### src/rtl/cache_ace_master.sv
// ACE master for the cache controller: turns read/write/invalidate requests into single-beat
// ReadShared / WriteBack / CleanUnique transactions, one outstanding, with a per-state timeout.
module cache_ace_master #(
  parameter int ADDR_WIDTH = 32,
  parameter int LINE_WIDTH = 128,
  parameter int TIMEOUT    = 255
) (
  input  logic                  clk,
  input  logic                  reset,
  input  logic                  read_req,
  input  logic                  write_req,
  input  logic                  invalid_req,
  input  logic [ADDR_WIDTH-1:0] req_addr,
  input  logic [LINE_WIDTH-1:0] wb_data,
  output logic                  ace_ready,
  output logic                  ace_error,
  output logic [LINE_WIDTH-1:0] rd_data,
  output logic                  rd_shared,
  output logic                  rd_pass_dirty,
  output logic [ADDR_WIDTH-1:0] araddr,
  output logic [3:0]            arsnoop,
  output logic                  arvalid,
  input  logic                  arready,
  input  logic [LINE_WIDTH-1:0] rdata,
  input  logic [3:0]            rresp,
  input  logic                  rvalid,
  output logic                  rready,
  output logic [ADDR_WIDTH-1:0] awaddr,
  output logic [2:0]            awsnoop,
  output logic                  awvalid,
  input  logic                  awready,
  output logic [LINE_WIDTH-1:0] wdata,
  output logic                  wvalid,
  input  logic                  wready,
  input  logic [1:0]            bresp,
  input  logic                  bvalid,
  output logic                  bready,
  output logic                  rack,
  output logic                  wack
);

  typedef enum logic [2:0] {S_IDLE, S_AR, S_R, S_AW_W, S_B, S_DONE} state_t;
  typedef enum logic [1:0] {K_READ, K_INVAL, K_WRITE} kind_t;

  localparam logic [15:0] L_CNT_LAST = 16'(TIMEOUT - 1);

  state_t                r_state;
  state_t                w_state_next;
  kind_t                 r_kind;
  kind_t                 w_kind;
  logic [ADDR_WIDTH-1:0] r_addr;
  logic [LINE_WIDTH-1:0] r_wb_data;
  logic [LINE_WIDTH-1:0] r_rd_data;
  logic                  r_rd_shared;
  logic                  r_rd_pass_dirty;
  logic [15:0]           r_cnt;
  logic                  r_err;
  logic                  r_tmo;
  logic                  r_aw_done;
  logic                  r_w_done;
  logic                  r_inv_pend;
  logic [ADDR_WIDTH-1:0] r_inv_addr;

  logic                  w_inv_any;
  logic                  w_accept;
  logic [ADDR_WIDTH-1:0] w_acc_addr;
  logic                  w_expire;
  logic                  w_timeout;
  logic                  w_aw_hs;
  logic                  w_w_hs;

  // An invalidate pulse that loses arbitration to a writeback is parked and served next.
  assign w_inv_any  = invalid_req | r_inv_pend;
  assign w_accept   = (r_state == S_IDLE) && (write_req || w_inv_any || read_req);
  assign w_kind     = write_req ? K_WRITE : (w_inv_any ? K_INVAL : K_READ);
  assign w_acc_addr = (w_kind == K_INVAL && !invalid_req) ? r_inv_addr : req_addr;
  assign w_expire   = (r_cnt == L_CNT_LAST);
  assign w_aw_hs    = (r_state == S_AW_W) && !r_aw_done && awready;
  assign w_w_hs     = (r_state == S_AW_W) && !r_w_done && wready;

  assign araddr        = r_addr;
  assign awaddr        = r_addr;
  assign wdata         = r_wb_data;
  assign rd_data       = r_rd_data;
  assign rd_shared     = r_rd_shared;
  assign rd_pass_dirty = r_rd_pass_dirty;

  always_comb begin
    w_state_next = r_state;
    w_timeout    = 1'b0;
    arvalid      = 1'b0;
    arsnoop      = '0;
    rready       = 1'b0;
    awvalid      = 1'b0;
    awsnoop      = '0;
    wvalid       = 1'b0;
    bready       = 1'b0;
    ace_ready    = 1'b0;
    ace_error    = 1'b0;
    rack         = 1'b0;
    wack         = 1'b0;
    case (r_state)
      S_IDLE: begin
        if (w_accept) w_state_next = (w_kind == K_WRITE) ? S_AW_W : S_AR;
      end
      S_AR: begin
        arvalid = 1'b1;
        arsnoop = (r_kind == K_INVAL) ? 4'b1011 : 4'b0001;
        if (arready) begin
          w_state_next = S_R;
        end else if (w_expire) begin
          w_state_next = S_DONE;
          w_timeout    = 1'b1;
        end
      end
      S_R: begin
        rready = 1'b1;
        if (rvalid) begin
          w_state_next = S_DONE;
        end else if (w_expire) begin
          w_state_next = S_DONE;
          w_timeout    = 1'b1;
        end
      end
      S_AW_W: begin
        awvalid = !r_aw_done;
        awsnoop = r_aw_done ? 3'b000 : 3'b011;
        wvalid  = !r_w_done;
        if ((r_aw_done || w_aw_hs) && (r_w_done || w_w_hs)) begin
          w_state_next = S_B;
        end else if (w_expire) begin
          w_state_next = S_DONE;
          w_timeout    = 1'b1;
        end
      end
      S_B: begin
        bready = 1'b1;
        if (bvalid) begin
          w_state_next = S_DONE;
        end else if (w_expire) begin
          w_state_next = S_DONE;
          w_timeout    = 1'b1;
        end
      end
      S_DONE: begin
        ace_ready    = 1'b1;
        ace_error    = r_err;
        rack         = !r_tmo && (r_kind != K_WRITE);
        wack         = !r_tmo && (r_kind == K_WRITE);
        w_state_next = S_IDLE;
      end
      default: w_state_next = S_IDLE;
    endcase
  end

  always_ff @(posedge clk or negedge reset) begin
    if (!reset) begin
      r_state         <= S_IDLE;
      r_kind          <= K_READ;
      r_addr          <= '0;
      r_wb_data       <= '0;
      r_rd_data       <= '0;
      r_rd_shared     <= 1'b0;
      r_rd_pass_dirty <= 1'b0;
      r_cnt           <= '0;
      r_err           <= 1'b0;
      r_tmo           <= 1'b0;
      r_aw_done       <= 1'b0;
      r_w_done        <= 1'b0;
      r_inv_pend      <= 1'b0;
      r_inv_addr      <= '0;
    end else begin
      r_state <= w_state_next;
      // Counter restarts on every state entry and only runs in the channel-wait states.
      if (w_state_next != r_state || r_state == S_IDLE || r_state == S_DONE) r_cnt <= '0;
      else                                                                   r_cnt <= r_cnt + 16'd1;

      if (w_accept) begin
        r_kind    <= w_kind;
        r_addr    <= w_acc_addr;
        r_err     <= 1'b0;
        r_tmo     <= 1'b0;
        r_aw_done <= 1'b0;
        r_w_done  <= 1'b0;
        if (w_kind == K_WRITE) r_wb_data <= wb_data;
        if (w_kind == K_WRITE && invalid_req) begin
          r_inv_pend <= 1'b1;
          r_inv_addr <= req_addr;
        end else if (w_kind == K_INVAL) begin
          r_inv_pend <= 1'b0;
        end
      end

      if (r_state == S_R && rvalid) begin
        if (rresp[1:0] != 2'b00) begin
          r_err <= 1'b1;
        end else if (r_kind == K_READ) begin
          r_rd_data       <= rdata;
          r_rd_shared     <= rresp[3];
          r_rd_pass_dirty <= rresp[2];
        end
      end
      if (w_aw_hs) r_aw_done <= 1'b1;
      if (w_w_hs)  r_w_done  <= 1'b1;
      if (r_state == S_B && bvalid && bresp != 2'b00) r_err <= 1'b1;
      if (w_timeout) begin
        r_err <= 1'b1;
        r_tmo <= 1'b1;
      end
    end
  end

endmodule

### config.mk
export PLATFORM = sky130hd
export DESIGN_NAME = cache_ace_master
export DESIGN_NICKNAME = d
export VERILOG_FILES = /design/src/rtl/cache_ace_master.sv
export SDC_FILE = /design/constraint.sdc
export NUM_CORES = 1
export LEC_CHECK = 0
export CAP_MARGIN = 40
export CORE_AREA = 2 2 250 252
export DETAILED_ROUTE_END_ITERATION = 10
export DIE_AREA = 0 0 252 254
export PLACE_DENSITY = 0.56
export SLEW_MARGIN = 20
export SYNTH_ARGS = -nofsm -noshare
export SYNTH_HDL_FRONTEND = slang
export SYNTH_SLANG_ARGS = --single-unit
### constraint.sdc
create_clock -name clk -period 2.25 [get_ports clk]
set_input_delay 0.45 -clock clk [delete_from_list [all_inputs] [get_ports clk]]
set_output_delay 0.45 -clock clk [all_outputs]
set_load 0.01 [all_outputs]
; Word level (Yosys, flattened, before mapping)
; Cells that the tools add are included.
[totals]
reg_bits = 348
out_inout_bits = 338
wordCells = 106
[classes]
n_addsub = 1
n_eq_ne = 12
mux = 42
n_bitwise = 2
n_reduce_logical = 35
[ops]
columns = op, n
row1 = $mux W32, 1
row2 = $mux W1, 26
row3 = $mux W3, 6
row4 = $add A16 B1 Y16 const B, 1
row5 = $eq A16 B8 Y1 const B, 1
row6 = $mux W16, 1
row7 = $pmux W3 S5, 1
row8 = $logic_and A1 B1 Y1, 13
row9 = $reduce_bool A2 Y1, 6
row10 = $mux W2, 4
row11 = $mux W4, 2
row12 = $eq A3 B2 Y1 const B, 2
row13 = $eq A3 B3 Y1 const B, 2
row14 = $logic_or A1 B1 Y1, 6
row15 = $reduce_and A2 Y1, 3
row16 = $eq A2 B1 Y1 const B, 2
row17 = $eq A2 B2 Y1 const B, 2
row18 = $logic_not A1 Y1, 4
row19 = $pmux W1 S4, 1
row20 = $eq A3 B1 Y1 const B, 1
row21 = $logic_not A3 Y1, 1
row22 = $ne A3 B3 Y1, 1
row23 = $reduce_and A3 Y1, 1
row24 = $logic_not A2 Y1, 1
row25 = other kinds (3), 3

; Longest topological paths before layout
; Gate-level depths: netlist of run 1.
[depth]
ltp_word = 11
ltp_mapped = 8

; Least setup slack after synthesis of run 1
; OpenSTA, ideal clock, no wires.
[synth_path]
path_kind = reg-to-reg
start = register r_state[0]
end = register r_wb_data[0] (netlist: wdata[0])
setup_ns = 0.125
arrival_time_ns = 1.619
slack_ns = 0.506
stages_incl_launch_ff = 8
path_cell_list = dfrtp_1 -> buf_4 -> nor3_2 -> and2_1 -> buf_4 -> buf_6 -> buf_6 -> mux2_2
[synth_via]
elab_chain_len = 3
[synth_lines]
columns = element, line_no
row1 = from (decl), 47  ; state_t r_state;
row2 = from (signal assigned), 173  ; r_state <= w_state_next;
row3 = $logic_not A3 Y1, 74  ; assign w_accept = (r_state == S_IDLE) && (write_req || w_inv_any || read_req);
row4 = $logic_and A1 B1 Y1, 74
row5 = $reduce_and A2 Y1 (no source line), -
row6 = to (signal assigned), 185  ; if (w_kind == K_WRITE) r_wb_data <= wb_data;
row7 = to (decl), 52  ; logic [LINE_WIDTH-1:0] r_wb_data;
; Every way passes these cells.
; A chain may end at the register's enable or synchronous reset.

; Final worst setup path of run 1
[layout_path]
start = register r_state[1]
end = output arsnoop[1]
[layout_via]
elab_chain_len = 2
[layout_lines]
columns = element, line_no
row1 = $eq A3 B1 Y1, 102  ; case (r_state)
row2 = $mux W4, 102
row3 = to (decl), 21  ; output logic [3:0] arsnoop,
; Every way passes these cells.

==> results of run 1 <==
==> cell usage in the layout (no fill, tap or decap), types with 4 or more instances in the layout <==
master	instances
clkdlybuf4s50_1	624
dfrtp_1	346
mux2_2	281
nand2_1	44
clkbuf_16	44
o21ai_0	38
buf_4	35
mux2i_1	33
nor2_1	32
buf_12	15
clkbuf_1	12
mux2_1	9
xnor2_1	8
a21oi_1	6
xor2_1	6
clkbuf_8	6
buf_6	6
nand2b_1	4
inv_1	4
nand3_1	4
nand4_1	4
==> metrics by stage <==
step	hold WS (ns)	area (sq um)	util
after CTS	0.438	22700	0.371
after global placement	0.440	21400	0.349
after global routing	0.449	22800	0.372
final	0.436	22800	0.372
after floorplan	0.154	14200	-
after detailed placement	0.444	21400	0.349
==> state kept, by name (all words and copies together), names as in the netlist <==
name	cells
r_tmo	1
rd_data	128
r_err	1
araddr	32
r_w_done	1
r_inv_addr	32
rd_shared	1
r_cnt	16
r_inv_pend	1
r_aw_done	1
r_state	3
rd_pass_dirty	1
wdata	128
r_kind	2
==> path summary, 6_finish.rpt <==
| kind | slack, ns | to | start |
|---|---|---|---|
| max | 0.009 | arsnoop[1] | r_state[1] |
| min | 0.44 | wdata[52] | reset |
| max reg2reg | 0.21 | rd_data[33] | r_state[2] |
| min reg2reg | 0.50 | rd_data[29] | rd_data[29] |
| max in group asynchronous | 0.96 | rd_data[97] | reset |
| min in group clk | 0.49 | rd_data[34] | rdata[34] |
==> kinds of logic (layout without fill, tap and decap cells) <==
| group | after synthesis | count (layout) |
|---|---|---|
| xor gates and xnor gates | 14 | 14 |
| AOI/OAI and AO/OA | 56 | 56 |
| other | 1 | 5 |
| DFF | 348 | 348 |
| buffers and inverters | 91 | 761 |
| and+or+nand+nor | 126 | 126 |
| muxes | 323 | 323 |
| adders and majority gates | 2 | 2 |
==> what timing repair did <==
action	CTS	global route
resized for setup	59	21
hold buffers	1	0
pin swaps	2	1
endpoints found under the setup margin	14	13
endpoints found under the hold margin	39	0
setup buffers	1	1
==> area by class of cell <==
| type | count | area (sq um) |
|---|---|---|
| Fill cell | 5937 | 38500 |
| Sequential cell | 348 | 8710 |
| Timing Repair Buffer | 688 | 6940 |
| Multi-Input combinational cell | 523 | 4800 |
| Clock buffer | 62 | 1230 |
| Tap cell | 790 | 988 |
| Clock inverter | 7 | 100 |
| Inverter | 4 | 15.0 |
| Antenna cell | 3 | 7.51 |
==> power groups by stage <==
stage	logic (W)	registers, W	clock network, W
after detailed placement	0.0123	0.0105	0
after global routing	0.0130	0.0107	0.00712
after floorplan	0.00437	0.0113	0
after global placement	0.0122	0.0104	0
after CTS	0.0124	0.0104	0.00687
final	0.0122	0.0104	0.00660
==> metal layers <==
layer	wire length, um	vias to the layer above
met2	23300	351
li1	-	4617
met5	31	-
met3	3100	95
met4	1540	6
met1	19000	4969
==> flow_summary.json, run 1 <==
{
  "place_inst": 2350,
  "synth.area.mux_share": 0.254,
  "dp_slack_ns": 0.0110,
  "yosys.area.top_type": "dfrtp_1",
  "grt_first_pass_wirelength_um": 67900,
  "clock_power_share": 0.226,
  "wl_per_cell_um": 19.4,
  "yosysMostFrequentCell": "dfrtp_1",
  "gp_congestion": 0.763,
  "end_kind": "primary output",
  "powerDensity_nw_per_um2": 1280,
  "crit_top_cell": "buf_6",
  "cts_sinks": 348,
  "relSlewSlack": 0.655,
  "p_switching_w": 0.00892,
  "dp_hpwl_um": 36200,
  "r2r_cells": 7,
  "path_cells": "nor3b_4 > buf_6 > and3b_2 > buf_6",
  "critPathSlowestCell": "dfrtp_2",
  "ys_warn_count": 0,
  "die_y_um": 254,
  "crit_path_max_incr_delay_ns": 0.44,
  "drt_iter0_drc": 317,
  "area_growth_pct": 61.0,
  "synth_cells": 961,
  "skew_ns": 0.0143,
  "layout-drive-gt1-share": 0.260,
  "p_int_w": 0.0203,
  "grt_use_total": 0.141,
  "worstMarginPinSlew_ns": 0.518,
  "io_buffers": 639,
  "path_clk_slew_ns": 0.05,
  "yosys-top-cells-area": "dfrtp_1, mux2_2, mux2i_1, buf_4, buf_6",
  "die_width_um": 252,
  "synth-xor-area-share": 0.00866,
  "grt_overflow_total": 0,
  "p_sw_frac": 0.306,
  "start_util": 0.231,
  "timing.final.crit_share": 0.996,
  "hold_violations": 0,
  "status": "finished, final reports clean",
  "synth_cell_types": 47,
  "use_met2": 0.234,
  "leakagePower_nw": 9.69,
  "grt_pass1_vias": 10600,
  "rsz0062_at_grt": "true",
  "grt.met3_usage": 0.0433,
  "arrival_ns": 1.79,
  "ant_nets": 0,
  "synthSimpleGateAreaFrac": 0.0474,
  "worst_slack_ns": 0.00886,
  "peakVddDrop_mv": 0.689,
  "setup_tns_ns": 0,
  "setup_viol": 0,
  "clock_latency_ns": 0.55,
  "startpoint_type": "flip-flop",
  "root_buffer": "clkbuf_16",
  "final_cells": 2425,
  "p_seq_frac": 0.356,
  "cts_tree": "yes",
  "cts.path.max_buffers": 3,
  "synth_compound_gate_area_share": 0.0226,
  "syn_area_per_cell_sq_um": 14.7,
  "yosysSeqAreaShare": 0.615,
  "drt_first_pass_iters": 4,
  "vias": 10000,
  "drv_cap": 0,
  "fin_nets": 1914,
  "grt_max_degree": 65,
  "worst-path-max-fanout": 4,
  "synthAdderAreaFrac": 0.00177,
  "met1_usage": 0.172,
  "ys_async_sr_fraction": 1.00,
  "cp.buffers_inverters": 2,
  "p_total_w": 0.0292,
  "grt.busiest_layer": "met2",
  "drcViolationCount": 0,
  "synth_edf_count": 0,
  "htree_levels": 2,
  "ys_ff_latch": 348,
  "numCtsBuffers": 43,
  "synth_flop_cell": "dfrtp_1",
  "die_area_sq_um": 64000,
  "netlist_area_sq_um": 14200,
  "core_sq_um": 61300,
  "io_pins": 642,
  "period_minus_slack_ns": 2.24,
  "synth_top_area_frac": 0.615,
  "drt_wl_total_um": 47000,
  "report.final.slew_viol_count": 0,
  "crit_cells": 4,
  "pwr-share-comb": 0.418,
  "antenna_found_initial": 5,
  "synth_top_family_by_area": "multiplexers",
  "max_clock_freq_mhz": 446,
  "num_rows": 91,
  "cp_top_family": "simple AND/OR/NAND/NOR gates",
  "synthTopCellsByCount": "dfrtp_1, mux2_2, nand2_1",
  "routed_via_density": 4.14,
  "cp.required_ns": 1.80,
  "path_class": "flip-flop to primary output",
  "hold_path.class": "input pin to asynchronous set/reset pin"
}
Power figures use the tool's default switching activity.
==> run 2, diff against run 1 <==
Settings changed: CTS_CLUSTER_DIAMETER set to 30.
==> run 2 against run 1 <==
Effect of this change: the run now ends with setup timing left; clock skew rose by 0.0074 ns; final cell count rose by 4.7%; power rose by 25%; via count rose by 4.4%; highest routed layer unchanged.
==> flow_summary.json, run 2 (synthesized netlist as in run 1, its figures left out) <==
{
  "hold_violations": 0,
  "gp_congestion": 0.763,
  "crit_path_end": "arsnoop[1]",
  "report.final.slew_viol_count": 0,
  "wl_per_cell_um": 19.0,
  "dpl-instance-area_sq_um": 21400,
  "fin_util": 0.406,
  "hold_path.class": "input pin to asynchronous set/reset pin",
  "powerDensity_nw_per_um2": 1470,
  "drv_cap": 0,
  "drt_first_pass_iters": 4,
  "grt_pass1_vias": 11200,
  "layout_commonest_cell": "clkdlybuf4s50_1",
  "crit_path_max_incr_delay_ns": 0.45,
  "peakVddDrop_mv": 0.951,
  "wl_met2_um": 24000,
  "core_sq_um": 61300,
  "clock_latency_ns": 0.61,
  "ant_nets": 0,
  "drt_wl_total_um": 48300,
  "die_width_um": 252,
  "grt_max_degree": 65,
  "htree_levels": 3,
  "cp.required_ns": 1.80,
  "final_cells": 2539,
  "die_area_sq_um": 64000,
  "period_minus_slack_ns": 2.30,
  "drt_iter0_drc": 335,
  "worstMarginPinSlew_ns": 0.509,
  "layout-drive-gt1-share": 0.306,
  "p_total_w": 0.0364,
  "wl_met1_um": 19300,
  "skew_ns": 0.0217,
  "cts_sinks": 348,
  "area_growth_pct": 75.5,
  "startpoint_type": "flip-flop",
  "leakagePower_nw": 10.7,
  "dp_hpwl_um": 36200,
  "end_kind": "primary output",
  "r2r_cells": 7,
  "rsz0062_at_grt": "true",
  "io_buffers": 639,
  "timing.rr.start": "r_state[2]",
  "antenna_found_initial": 6,
  "root_buffer": "clkbuf_16",
  "worst_slack_ns": -0.0468,
  "path_cells": "nor3b_4 > buf_6 > and3b_2 > buf_2",
  "cts.path.max_buffers": 3,
  "drcViolationCount": 0,
  "place_inst": 2350,
  "grt_first_pass_wirelength_um": 70200,
  "arrival_ns": 1.85,
  "grt_overflow_total": 0,
  "cts_tree": "yes",
  "startpoint": "r_state[1]",
  "start_util": 0.231,
  "path_class": "flip-flop to primary output",
  "dp_slack_ns": 0.0110,
  "top_layer": "met5",
  "path_clk_slew_ns": 0.04,
  "grt_use_total": 0.146,
  "critPathSlowestCell": "dfrtp_2",
  "relSlewSlack": 0.661,
  "timing.final.crit_share": 1.02,
  "numCtsBuffers": 98,
  "route.met3.wl_um": 3500,
  "worst-path-max-fanout": 4,
  "violations": "setup timing",
  "max_clock_freq_mhz": 435,
  "die_y_um": 254,
  "r2r_end": "rd_data[33]",
  "num_rows": 91,
  "layout_common_cells": "clkdlybuf4s50_1, dfrtp_1, mux2_2",
  "status": "finished with violations",
  "io_pins": 642,
  "setup_viol": 4,
  "routed_via_density": 4.13,
  "fin_area_sq_um": 24800,
  "fin_nets": 1971,
  "r2r_slack_ns": 0.22,
  "vias": 10500
}
==> run 2: cell types whose count changed in the layout (fill, tap and decap cells not counted), sizes merged <==
cell and change:
clkinv +32, clkdlybuf4s15 +1, clkinvlp +2, bufinv +8, buf +2, clkbuf +68, inv +1
==> run 2: critical path: cells and delay by family, from the launching register on <==
family	cells	cell delay, ns
flops	1	0.45
buf+inv	2	0.29
simple gates	2	0.49
==> run 2: worst min path at each step <==
| stage | endpoint | slack, ns |
|---|---|---|
| floorplan | araddr[0] | 0.15 |
| global placement | r_inv_addr[10] | 0.44 |
| detailed placement | wdata[52] | 0.44 |
| CTS | wdata[52] | 0.38 |
| global route | wdata[52] | 0.37 |
| finish | wdata[52] | 0.37 |
==> run 2: area by class of cell <==
class | instances | area [sq um]
Multi-Input combinational cell | 523 | 4790
Antenna cell | 3 | 7.51
Inverter | 4 | 15.0
Timing Repair Buffer | 690 | 6970
Fill cell | 5776 | 36400
Clock inverter | 50 | 597
Tap cell | 790 | 988
Sequential cell | 348 | 8710
Clock buffer | 131 | 2760
==> run 2: timing repair <==
action,CTS,global route
hold buffers,1,0
gates cloned,0,0
endpoints found under the hold margin,39,0
pin swaps,3,3
buffers inserted,1,3
resized for setup,67,17
endpoints found under the setup margin,14,14
==> run 2: metal layers <==
| metal | GRT usage | vias up |
|---|---|---|
| li1 | - | 4776 |
| met1 | 0.172 | 5197 |
| met2 | 0.238 | 394 |
| met3 | 0.0580 | 111 |
| met4 | 0.0571 | 6 |
| met5 | 0 | - |
==> run 2: where the power goes <==
group | switching [W] | total (W) | internal, W | leakage [nW]
clock | 0.00410 | 0.0138 | 0.00966 | 1.67
sequential | 0.00151 | 0.0104 | 0.00890 | 4.39
combinational | 0.00482 | 0.0123 | 0.00745 | 4.66
==> run 2: per-stage QoR <==
| stage | hold WS, ns | TNS, ns |
|---|---|---|
| final | 0.371 | -0.167 |
| after global routing | 0.372 | -1.10 |
| after CTS | 0.379 | -0.642 |
| after detailed placement | 0.444 | 0 |
| after global placement | 0.440 | 0 |
| after floorplan | 0.154 | 0 |
==> run 3, diff against run 2 <==
Settings changed: SLEW_MARGIN 20 to 5.
==> results of run 3 <==
The final DEF is identical to that of run 2; final timing and power are the same.
